<file path="src/rtl/parking_gate_ctrl.sv">
// Parking-lot gate controller.
// Grants one barrier at a time (exit has priority), holds it open for
// OPEN_CYCLES clocks, refuses entry when the lot is full with a pulsing
// deny, and tracks a registered full flag plus a sticky count-error flag.
module parking_gate_ctrl #(
  parameter int CAPACITY    = 8,
  parameter int OPEN_CYCLES = 16
) (
  input  logic       clk,
  input  logic       rst,
  input  logic [3:0] num,
  input  logic       entry_req,
  input  logic       exit_req,
  output logic       entry_open,
  output logic       exit_open,
  output logic       full,
  output logic       deny,
  output logic       cnt_err
);

  // Capacity and timer reload value, both sized to the 8-bit compare/timer path.
  localparam logic [7:0] CAP_W     = 8'(CAPACITY);
  localparam logic [7:0] TIMER_LD  = 8'(OPEN_CYCLES - 1);

  typedef enum logic [1:0] {
    IDLE       = 2'd0,
    ENTRY_OPEN = 2'd1,
    EXIT_OPEN  = 2'd2
  } state_t;

  state_t      state_r;
  logic [7:0]  timer_r;
  logic [7:0]  num_w_s;
  logic        at_cap_s;
  logic        over_cap_s;

  // Occupancy comparisons; a count above capacity also counts as full.
  always_comb begin
    num_w_s    = {4'd0, num};
    at_cap_s   = (num_w_s >= CAP_W);
    over_cap_s = (num_w_s >  CAP_W);
  end

  // Gate FSM with down-timer; all barrier and deny outputs are registered here.
  always_ff @(posedge clk or posedge rst) begin
    if (rst) begin
      state_r    <= IDLE;
      timer_r    <= 8'd0;
      entry_open <= 1'b0;
      exit_open  <= 1'b0;
      deny       <= 1'b0;
    end else begin
      case (state_r)
        IDLE: begin
          if (exit_req) begin
            // Exit wins over a simultaneous entry request; no deny in this cycle.
            state_r    <= EXIT_OPEN;
            timer_r    <= TIMER_LD;
            exit_open  <= 1'b1;
            entry_open <= 1'b0;
            deny       <= 1'b0;
          end else if (entry_req && !at_cap_s) begin
            state_r    <= ENTRY_OPEN;
            timer_r    <= TIMER_LD;
            entry_open <= 1'b1;
            exit_open  <= 1'b0;
            deny       <= 1'b0;
          end else if (entry_req) begin
            // Refused entry: toggling yields pulse, gap, pulse while the request is held.
            state_r    <= IDLE;
            timer_r    <= 8'd0;
            entry_open <= 1'b0;
            exit_open  <= 1'b0;
            deny       <= ~deny;
          end else begin
            state_r    <= IDLE;
            timer_r    <= 8'd0;
            entry_open <= 1'b0;
            exit_open  <= 1'b0;
            deny       <= 1'b0;
          end
        end
        ENTRY_OPEN, EXIT_OPEN: begin
          // Requests are ignored while a gate is open; the grant runs to expiry.
          deny <= 1'b0;
          if (timer_r == 8'd0) begin
            state_r    <= IDLE;
            entry_open <= 1'b0;
            exit_open  <= 1'b0;
          end else begin
            timer_r    <= timer_r - 8'd1;
          end
        end
        default: begin
          state_r    <= IDLE;
          timer_r    <= 8'd0;
          entry_open <= 1'b0;
          exit_open  <= 1'b0;
          deny       <= 1'b0;
        end
      endcase
    end
  end

  // Occupancy status: full follows num with one cycle of latency, cnt_err is sticky.
  always_ff @(posedge clk or posedge rst) begin
    if (rst) begin
      full    <= 1'b0;
      cnt_err <= 1'b0;
    end else begin
      full    <= at_cap_s;
      cnt_err <= cnt_err | over_cap_s;
    end
  end

endmodule

</file>
<file path="config.mk">
export PLATFORM = sky130hd
export DESIGN_NAME = parking_gate_ctrl
export DESIGN_NICKNAME = d
export VERILOG_FILES = /design/src/rtl/parking_gate_ctrl.sv
export SDC_FILE = /design/constraint.sdc
export NUM_CORES = 1
export LEC_CHECK = 0
export BUFFER_PORTS_ARGS = -buffer_cell sky130_fd_sc_hd__buf_2
export CORE_AREA = 2 2 49 51
export CTS_CLUSTER_DIAMETER = 60
export DETAILED_ROUTE_END_ITERATION = 16
export DIE_AREA = 0 0 51 53
export GPL_TIMING_DRIVEN = 0
export PLACE_DENSITY_LB_ADDON = 0.15
export SETUP_SLACK_MARGIN = 0.1
export SLEW_MARGIN = 20
export SYNTH_ARGS = -nofsm -noshare
export SYNTH_HDL_FRONTEND = slang
export SYNTH_SLANG_ARGS = --single-unit
</file>
<file path="constraint.sdc">
create_clock -name clk -period 4.9 [get_ports clk]
set_input_delay 0.735 -clock clk [delete_from_list [all_inputs] [get_ports clk]]
set_output_delay 0.735 -clock clk [all_outputs]
set_load 0.01 [all_outputs]
</file>
==> results.toml <==
[cts]
cts_root_buffer = "sky130_fd_sc_hd__clkbuf_4"
worst_skew_pair.late_latency_ps = 260
tritoncts = "done"
cts_setup_buffers = 0
cts_num_sinks = 13
ctsHoldBuffers = 0
clk_path_buf_depth = 2
cts_made_buffers = 3
cts_resized = 0
ctsHtreeMaxLevel = 1
worst_setup_hold_path_clk_slew_ps = 80

[power_and_ir_drop]
power.leakage_nw = 0.399
p_comb_share_pct = 48.0
p_clk_share_pct = 13.7
internal-power_uw = 274
switching_share_pct = 41.5
power.net_switching_uw = 194
max-vdd-ir-drop_mv = 0.234
p_per_area_nw_per_um2 = 556
p_seq_share_pct = 38.3

[setup_path]
worst-endpoint-arrival_ps = 1860
critical_path.startpoint_type = "flip-flop"
critical_path_type = "flip-flop to flip-flop"
slowest_stage = "sky130_fd_sc_hd__dfrtp_1"
critical_path.max_fanout = 8
critical-path-max-stage-delay_ps = 420
worstPathRequired_ps = 5050
cell_breakdown_of_the_critical_path = "inv_1, ha_1, nor4b_4, and2_1, buf_6, nor3_1, a311o_1"
setup.worst_path.end_class = "flip-flop"

[floorplanning]
die_y_um = 53
row_count = 17
die_w_um = 51
die-area_um2 = 2700
floorplan.initialDensity_pct = 33.5
pin_count = 13
core-area_um2 = 2150

[synth]
synth_edf_count = 0
syn-cell-area_um2 = 721
postSynthRegisterBits = 13
synth_sequential_area_ratio_pct = 45.1
synthArstFlopShare_pct = 100
syn-instance-count = 74
post-synth-top-area-fraction_pct = 45.1
synth_warnings = 0
synthDistinctLibCells = 27
mappedNetlistNets = 86
synth.most_common_cell = "sky130_fd_sc_hd__dfrtp_1"
synth_commonest_cells = "13 x sky130_fd_sc_hd__dfrtp_1, 7 x sky130_fd_sc_hd__nor2_1, 6 x sky130_fd_sc_hd__inv_1"
postSynthAreaPerCell_um2 = 9.74
synthFlopType = "sky130_fd_sc_hd__dfrtp_1"
synth_area_leader_cell = "sky130_fd_sc_hd__dfrtp_1"
netlist_top_cells_area = "sky130_fd_sc_hd__dfrtp_1 45%, sky130_fd_sc_hd__ha_1 6.9%, sky130_fd_sc_hd__mux2i_1 4.2%"

[sta]
finalSetupTns_ps = 0
slew-limit-headroom_pct = 59.1
timing_max_transition_violations_final = 0
final.min_clock_period_ps = 1710
layout_worst_path_cycle_share_pct = 34.9
timing.clock.skew_ps = 0.645
worst-slew-pin-transition_ps = 608
grt_setup_unrepaired = "no"
report.final.setup_viol = 0
post-route-worst-setup-slack_ps = 3190
max_clock_freq_ghz = 0.585
finalHoldViolCount = 0

[finish]
seq_area_um2 = 325
layout.nets = 103
num-fill-cells = 231
n_antenna_cell = 0
area_growth_from_synthesis_to_final_layout_pct = 16.8
final_layout_size_suffix_gt1_share_pct = 18.9
multi_input_comb_area_um2 = 354

[route]
drt-initial-drc-count = 4
ant_nets = 0
wl_per_cell_um = 11.1
dr_total_vias = 553
drt-vias-per-instance = 4.69
drc = 0
drt_pass1_iterations = 4
drt_wl_total_mm = 1.32

[global_routing]
grt_first_pass_wirelength_mm = 2.08
grt_antenna_before_repair = 0
grt-ovfl-total = 0
vias_in_the_first_global_route = 514
grt_start_max_net_pins = 14
grt_util_all_layers_pct = 10.6

[placed_design]
port_buffers = 12
post-place-ws_ps = 3000
finalWeightedCongestion = 0.751
hpwl_mm = 1.02

[job]
drv_cap = 0

[outcome]
outcome = "finished, final reports clean"

[hold_path]
hold_class = "flip-flop to flip-flop"
## critical path: cells and delay by family, from the launching register on
kind                       cells  cell delay [ps]
AOI/OAI and AO/OA              1              270
adders and majority gates      1              160
buffers and inverters          2              250
DFF                            1              420
and+or+nand+nor                3              500
## path summary, 6_finish.rpt
kind / from / endpoint / slack, ps / cells after the start
worst min-delay path: deny$_DFF_PP0_ / deny$_DFF_PP0_ / 430 / 1
worst max-delay path: timer_r[0]$_DFFE_PP0P_ / timer_r[0]$_DFFE_PP0P_ / 3190 / 7
max in group asynchronous: rst / timer_r[2]$_DFFE_PP0P_ / 4090 / 2
worst max register to register: timer_r[0]$_DFFE_PP0P_ / timer_r[0]$_DFFE_PP0P_ / 3190 / 7
worst min register to register: deny$_DFF_PP0_ / deny$_DFF_PP0_ / 430 / 1
min in group asynchronous: rst / cnt_err$_DFF_PP0_ / 480 / 2
## power by group through the flow
stage	logic [mW]	clock network [mW]	registers [mW]
after detailed placement	0.224	0	0.182
after global routing	0.253	0.0731	0.186
after floorplan	0.173	0	0.178
after CTS	0.228	0.0662	0.180
after global placement	0.226	0	0.181
final	0.225	0.0640	0.179
## flip-flops by register name, indices dropped and copies added (netlist names)
register / count
exit_open: 1
full: 1
entry_open: 1
cnt_err: 1
timer_r: 8
deny: 1
## cells in the final DEF (no fill, tap or decap), drive strengths merged, types with 2 or more instances in the layout
cell    synthesis  layout
clkbuf          2       6
nand3           2       2
xor2            2       2
dfrtp          13      13
mux2i           3       3
nand2b          4       4
o21ai           5       5
a21oi           4       4
buf             1      13
nor3            3       3
ha              4       4
inv             6       6
nand2           5       5
nor2            7       7
## layout make-up
type | count | share of cell area [%]
repair buffers | 12 | 7.13
multi-input cells | 52 | 42.1
clock buffers | 4 | 3.12
flip-flops and latches | 13 | 38.6
plain buffers | 3 | 2.23
inverters | 6 | 2.67
well taps | 28 | 4.16
## per-layer routing
layer  track usage (%)  vias up  wire length (um)
met5                 0        -                 0
met4              6.76        0                10
met3              1.69        2                50
met2              18.2       13               615
met1              12.2      253               638
li1                  -      285                 -
## per-stage QoR
step | cells | total power, mW | util [%] | cell area [um2] | hold WS [ps]
5_1_grt | 118 | 0.512 | 39.2 | 842 | 475
6_report | 118 | 0.468 | 39.2 | 842 | 432
3_3_place_gp | 114 | 0.407 | 38.0 | 816 | 431
3_5_place_dp | 114 | 0.406 | 38.0 | 816 | 420
2_1_floorplan | 74 | 0.351 | - | 721 | 475
4_1_cts | 118 | 0.474 | 39.2 | 842 | 440
## cells by family after synthesis
group	Yosys count	synth area share [%]
AO/OA/AOI/OAI	15	13.4
XOR/XNOR	2	2.43
adder cells (fa/ha/maj)	4	6.94
buffers and inverters	9	5.73
flip-flops	13	45.1
multiplexers	3	4.17
AND/OR/NAND/NOR	28	22.2
No activity file was read; power rests on OpenSTA's default activity.
